===== src/rtl/gate_bist.sv =====
// gate_bist: exhaustive 2-input gate tester, drives 00,01,10,11 on A/B and checks Y against func
// Ports: clk/rst (sync, active-high); start launches a run and latches func (00 AND, 01 OR,
// 10 XOR, 11 NAND); A/B stimulus out, Y response in; busy during a run; done/pass/fail_count/
// first_fail report the last run and hold until the next accepted start or reset.
module gate_bist #(
    parameter int SETTLE = 2
) (
    input  logic       clk,
    input  logic       rst,
    input  logic       start,
    input  logic [1:0] func,
    output logic       A,
    output logic       B,
    input  logic       Y,
    output logic       busy,
    output logic       done,
    output logic       pass,
    output logic [2:0] fail_count,
    output logic [1:0] first_fail
);
    typedef enum logic [1:0] {IDLE, RUN, DONE} state_t;
    state_t     state, state_n;
    logic [1:0] func_q, vec;
    logic [3:0] cnt;
    logic       accept, last, exp_y, miss;
    always_comb begin
        accept  = start && state != RUN;
        last    = state == RUN && cnt == 4'(SETTLE - 1);
        exp_y   = func_q == 2'b00 ? vec[1] & vec[0] :
                  func_q == 2'b01 ? vec[1] | vec[0] :
                  func_q == 2'b10 ? vec[1] ^ vec[0] : ~(vec[1] & vec[0]);
        miss    = last && Y != exp_y;
        state_n = accept ? RUN : (last && vec == 2'd3) ? DONE : state;
    end
    always_ff @(posedge clk) begin
        if (rst) begin
            state      <= IDLE;
            func_q     <= 2'b00;
            vec        <= 2'd0;
            cnt        <= 4'd0;
            fail_count <= 3'd0;
            first_fail <= 2'd0;
        end else begin
            state <= state_n;
            if (accept) begin
                func_q     <= func;
                vec        <= 2'd0;
                cnt        <= 4'd0;
                fail_count <= 3'd0;
                first_fail <= 2'd0;
            end else if (state == RUN) begin
                cnt <= last ? 4'd0 : cnt + 4'd1;
                // vec wraps to 0 after vector 3, leaving it cleared in DONE
                if (last) vec <= vec + 2'd1;
                if (miss) begin
                    fail_count <= fail_count + 3'd1;
                    if (fail_count == 3'd0) first_fail <= vec;
                end
            end
        end
    end
    assign busy = state == RUN;
    assign done = state == DONE;
    assign pass = done && fail_count == 3'd0;
    assign A    = busy & vec[1];
    assign B    = busy & vec[0];
endmodule


===== config.mk =====
export PLATFORM = sky130hd
export DESIGN_NAME = gate_bist
export DESIGN_NICKNAME = d
export VERILOG_FILES = /design/src/rtl/gate_bist.sv
export SDC_FILE = /design/constraint.sdc
export NUM_CORES = 1
export LEC_CHECK = 0
export ABC_AREA = 1
export BUFFER_PORTS_ARGS = -buffer_cell sky130_fd_sc_hd__buf_2
export CAP_MARGIN = 40
export CELL_PAD_IN_SITES_DETAIL_PLACEMENT = 0
export CELL_PAD_IN_SITES_GLOBAL_PLACEMENT = 1
export CORE_AREA = 2 2 50 52
export CTS_CLUSTER_DIAMETER = 200
export CTS_CLUSTER_SIZE = 12
export DETAILED_ROUTE_END_ITERATION = 6
export DIE_AREA = 0 0 52 54
export PLACE_DENSITY_LB_ADDON = 0.08
export SLEW_MARGIN = 20
export SYNTH_ARGS = -nofsm -noshare
export SYNTH_HDL_FRONTEND = slang
export SYNTH_SLANG_ARGS = --single-unit

===== constraint.sdc =====
create_clock -name clk -period 2 [get_ports clk]
set_input_delay 0.3 -clock clk [delete_from_list [all_inputs] [get_ports clk]]
set_output_delay 0.3 -clock clk [all_outputs]
set_load 0.01 [all_outputs]

======== Word level (Yosys, flattened, before mapping) ========
Index checks and enable logic that the tools add are counted.
cells by class
  $add $sub $neg .......................... 3
  equality and inequality tests ........... 8
  multiplexer cells ....................... 6
  bitwise operators ....................... 6
  reduce and logical (&&, ||, !) cells .... 12
operators with widths
  cell                 number
  $eq 2x2->1 const B   3
  $logic_and 1x1->1    5
  $mux 1               5
  $add 4x1->4 const B  1
  $eq 2x1->1 const B   2
  $eq 4x1->1 const B   1
  $mux 4               1
  $reduce_and 2->1     2
  $add 3x1->3 const B  1
  $and 1x1->1          3
  $logic_not 3->1      1
  $reduce_and 3->1     1
  $add 2x1->2 const B  1
  $logic_not 2->1      1
  $ne 2x1->1 const B   1
  $reduce_bool 2->1    1
  $reduce_or 2->1      1
  $ne 1x1->1           1
  $not 1->1            1
  $or 1x1->1           1
  $xor 1x1->1          1
storage, ports and cells
  register bits after elaboration ......... 15
  bits of input ports ..................... 6
  output and inout port bits .............. 10
  logic and storage cells ................. 42

======== Depth between registers and ports, before layout ========
  depth after elaboration ................. 8
  gate-level depth with buffers ........... 11
  depth with buffers taken out ............ 11

======== Least setup slack after synthesis ========
Ideal clock, no wire load.
  kind .................................... register to register
  start point ............................. register vec[0]
  end point ............................... register fail_count[1]
  setup time .............................. 0.113 ns
  data arrival time ....................... 1.296 ns
  required time ........................... 1.887 ns
  slack ................................... 0.590 ns
  stages on the path, launching flop included .. 11
  clock period less this slack ............ 1.410 ns
  cell sequence ........................... dfxtp_1 > inv_1 > ha_1 > inv_1 > nand2_1 > nand3_1 > nand3_1 > nand3_1 > nand2_1 > nand2_1 > nor2_1
between the ends
  longest elaborated chain between the ends .. 8
RTL lines
  what                            line    source
  start: declaration              23      logic [1:0] func_q, vec;
  start signal: assignment        54      if (last) vec <= vec + 2'd1;
  $and 1x1->1                     29, 31
  $not 1->1                       31      func_q == 2'b10 ? vec[1] ^ vec[0] : ~(vec[1] & vec[0]);
  $mux 1                          31
  $mux 1                          30      func_q == 2'b01 ? vec[1] | vec[0] :
  $mux 1 (*)                      29      exp_y = func_q == 2'b00 ? vec[1] & vec[0] :
  $ne 1x1->1 (*)                  32      miss = last && Y != exp_y;
  $logic_and 1x1->1 (*)           32
  $reduce_and 2->1 (no line) (*)  n/a
  end signal: assignment          56      fail_count <= fail_count + 3'd1;
  end: declaration                18      output logic [2:0] fail_count,
Mark *: on every way between the ends. The rest lies on a longest branch, timed or not.
A chain may end at the register's enable or synchronous reset.

======== Worst setup path after layout ========
Ends and elaborated chain as after synthesis.

==> tab_implementation.tex <==
\begin{tabular}{lr}
\hline
Metric & Value \\
\hline
\multicolumn{2}{l}{\textbf{Outcome}} \\
\quad Run status & completed \\
\multicolumn{2}{l}{\textbf{Pwr}} \\
\quad Leakage component of the power & around 0.48 nW \\
\quad Final total power & between 500 and 600 µW \\
\quad Power density over the cells & between 500 and 600 nW/µm² \\
\quad Worst-case vdd ir drop & 279 µV \\
\multicolumn{2}{l}{\textbf{Place}} \\
\quad Cell area after placement & 941 µm² \\
\quad Routability congestion estimate from global placement & just over 0.7 \\
\quad Detailed placement HPWL & approximately 1.3 mm \\
\quad Pre-CTS WS & approximately 0.45 ns \\
\quad IO Port Bufs & 15 \\
\multicolumn{2}{l}{\textbf{Worst setup path}} \\
\quad Type of destination of the critical path & flop \\
\quad Endpoint of the worst-slack reg-to-reg timing path & fail\_count[1] \\
\quad Signal arrival time at the worst endpoint & around 1.8 ns \\
\quad Crit Path Max Fanout & 5 \\
\quad Crit path required time & approximately 2.2 ns \\
\quad R2R depth & 10 \\
\quad Kind of critical path & flop to flop \\
\quad Setup slack on the worst flop-to-flop path & between 0.4 and 0.5 ns \\
\quad Critical Path Start Type & flop \\
\quad Start of the worst register-to-register path & vec[0] \\
\multicolumn{2}{l}{\textbf{CTS}} \\
\quad Maximum clock insertion buffer count & 2 \\
\quad Number of sinks on the clock net & 15 \\
\quad Resized cells post-CTS & 0 \\
\quad H-tree Lvls & 1 \\
\quad Post-CTS Setup Inserts & 0 \\
\quad Clock tree from TritonCTS & yes \\
\quad Cts-stage hold buffer count & 0 \\
\quad Source-to-sink clock delay at the later pin of the worst-skew pair & 0.28 ns \\
\quad Clk Tree Root Cell & clkbuf\_4 \\
\quad Register clock-pin slew on the reported worst setup and hold paths & roughly 0.09 ns \\
\quad Total clock buffers created by CTS & 3 \\
\multicolumn{2}{l}{\textbf{Min path}} \\
\quad Instance count along the most critical hold path & 2 \\
\quad Worst Hold Launch & rst \\
\quad Kind of path behind the tightest hold check & input pin to flop \\
\quad Hold EP & state[0] \\
\multicolumn{2}{l}{\textbf{Cells and area}} \\
\quad Area growth from synthesis to final layout & 16.8\% \\
\quad Share of cells above drive strength 1 & between 20\% and 30\% \\
\quad Antenna diodes & 0 \\
\quad Summed area of non-filler cells in the final layout & 967 µm² \\
\quad Final nets & roughly 140 \\
\multicolumn{2}{l}{\textbf{Die}} \\
\quad Num ports & 16 \\
\quad Vertical extent of the die & around 54 µm \\
\quad Number of cell rows & 18 \\
\quad Chip Width & 52 µm \\
\quad Area enclosed by the die boundary & 2810 µm² \\
\quad Initial core utilization & a little over a third \\
\quad Std-Cell Core Area & 2320 µm² \\
\multicolumn{2}{l}{\textbf{Global routing}} \\
\quad First-pass GRT wire length & $\sim$2.8 mm \\
\quad Total grt overflow & 0 \\
\quad Total global routing track utilization & around 14\% \\
\quad Pin count of the biggest net entering global routing & 10 \\
\quad Vias in the first global route & about 670 \\
\quad Antenna violations before repair & 0 \\
\multicolumn{2}{l}{\textbf{Timing}} \\
\quad Fin crit period & about 1.6 ns \\
\quad Relative slew slack & 85.5\% \\
\quad Final setup margin & 0.431 ns \\
\quad Clock skew & approximately 0.0013 ns \\
\quad Post-Route Setup TNS & 0 ns \\
\quad Slew Limit Fails & 0 \\
\quad Worst-margin pin slew & approximately 0.22 ns \\
\quad Final-report setup violation count & 0 \\
\quad Final clock period utilization by the worst path & 78.4\% \\
\quad Max frequency & 637 MHz \\
\quad RSZ-0062 raised after global routing & no \\
\quad Final Hold Violating Endpoints & 0 \\
\quad Final-layout worst hold slack & around 0.26 ns \\
\multicolumn{2}{l}{\textbf{Synthesis}} \\
\quad Yosys warning count & 0 \\
\quad Sequential share of the synthesized area & between 30 and 40\% \\
\quad Gate count after technology mapping & 107 \\
\quad Area share of the largest cell type after synthesis & approximately 36\% \\
\quad Largest area contributor in the netlist & dfxtp\_1 \\
\quad Number of nets in the synthesized netlist & approximately 120 \\
\quad Count of cell types in the netlist & 20 \\
\quad Mapped Area & $\sim$830 µm² \\
\quad Total of flip-flops plus latches after synthesis & 15 \\
\quad Syn avg cell area & between 7 and 8 µm² \\
\quad Most area-consuming cells after synthesis & dfxtp\_1, ha\_1, inv\_1 \\
\multicolumn{2}{l}{\textbf{Job}} \\
\quad Max\_cap viols & 0 \\
\multicolumn{2}{l}{\textbf{Detailed routing}} \\
\quad Post-detailed-routing wire length & $\sim$1.6 mm \\
\quad DR iter-0 viols & 5 \\
\quad Detailed-route vias per instance & between 4 and 5 \\
\quad Detailed Routing Iterations Pass 1 & 4 \\
\quad Vias after detailed routing & roughly 700 \\
\quad Count of antenna-violating nets left after detailed routing & 0 \\
\quad Remaining design rule violation count & 0 \\
\quad Avg WL per Cell & 9.97 µm \\
\hline
\end{tabular}
[Yosys cell counts (all sizes together)]
cell type	n
o31ai	1
nor3	1
nor2	16
nand3	6
dfxtp	15
inv	21
xor2	3
o21ai	5
a21oi	9
ha	6
nand4	3
nand2	20
nor4	1
[area by class of cell]
cell class	instances	area [µm²]
Timing Repair Buffer	15	75.1
Fill cell	272	1350
Tap cell	30	37.5
Sequential cell	15	300
Multi-Input combinational cell	71	447
Inverter	21	81.3
Clock buffer	4	26.3
[state kept, by name (all words and copies together) (netlist names)]
| register | count |
|---|---|
| cnt | 4 |
| fail_count | 3 |
| first_fail | 2 |
| func_q | 2 |
| state | 2 |
| vec | 2 |
[critical path: stages, from the launching register on]
cell and delay (ns):
dfxtp_1 0.40, inv_1 0.08, ha_1 0.28, inv_1 0.07
nand2_1 0.05, nand3_1 0.08, nand2_1 0.05, nand2_1 0.12
nand3_1 0.16, nor2_1 0.13, nor2_1 0.05
[worst max-delay path by stage]
| stage | startpoint | depth (start not counted) | endpoint | slack, ns |
|---|---|---|---|---|
| after floorplan | vec[0] | 10 | fail_count[1] | 0.59 |
| after global placement | vec[0] | 10 | first_fail[0] | 0.46 |
| after detailed placement | vec[0] | 10 | fail_count[1] | 0.45 |
| after CTS | vec[0] | 11 | first_fail[1] | 0.43 |
| after global routing | vec[0] | 10 | fail_count[1] | 0.20 |
| final | vec[0] | 10 | fail_count[1] | 0.43 |
[layout by cell type (no fill, tap or decap)]
cell type  synthesis  layout
clkbuf_4           0       3
o21ai_2            1       1
a21oi_1            9       9
nand4_1            2       2
nor2_8             2       2
o21ai_0            4       4
buf_2              0      15
inv_1             20      20
inv_4              1       1
nor4_1             1       1
nand3_2            1       1
nand2_1           19      19
nor3_2             1       1
nand2_4            1       1
dfxtp_1           15      15
nand4_2            1       1
clkbuf_1           0       1
nor2_4             1       1
nand3_1            5       5
o31ai_2            1       1
ha_1               6       6
nor2_1            13      13
xor2_1             3       3
[cell families (layout without fill, tap and decap cells)]
kind of cell / after synthesis / after routing / share of synthesized area [%]
AND/OR/NAND/NOR: 47 / 47 / 31.3
buffers and inverters: 21 / 40 / 9.82
AO/OA/AOI/OAI: 15 / 15 / 10.4
flip-flops: 15 / 15 / 36.3
adder cells (fa/ha/maj): 6 / 6 / 9.06
XOR/XNOR: 3 / 3 / 3.17
[routing by layer]
metal,wire [µm],GRT usage (%)
met5,0,0
met4,28,7.89
met3,60,3.61
met2,771,23.4
met1,695,16.6
[power by group]
group	internal (mW)	leakage (nW)	total, mW	switching (mW)
combinational	0.0259	0.347	0.0752	0.0493
clock	0.0775	0.0150	0.176	0.0986
sequential	0.307	0.122	0.315	0.00812
total	0.410	0.484	0.566	0.156
[stage by stage]
step | utilization, % | instances
floorplan | - | 107
global placement | 40.6 | 152
detailed placement | 40.6 | 152
CTS | 41.7 | 156
global route | 41.7 | 156
finish | 41.7 | 156
(Power assumes the default switching activity.)
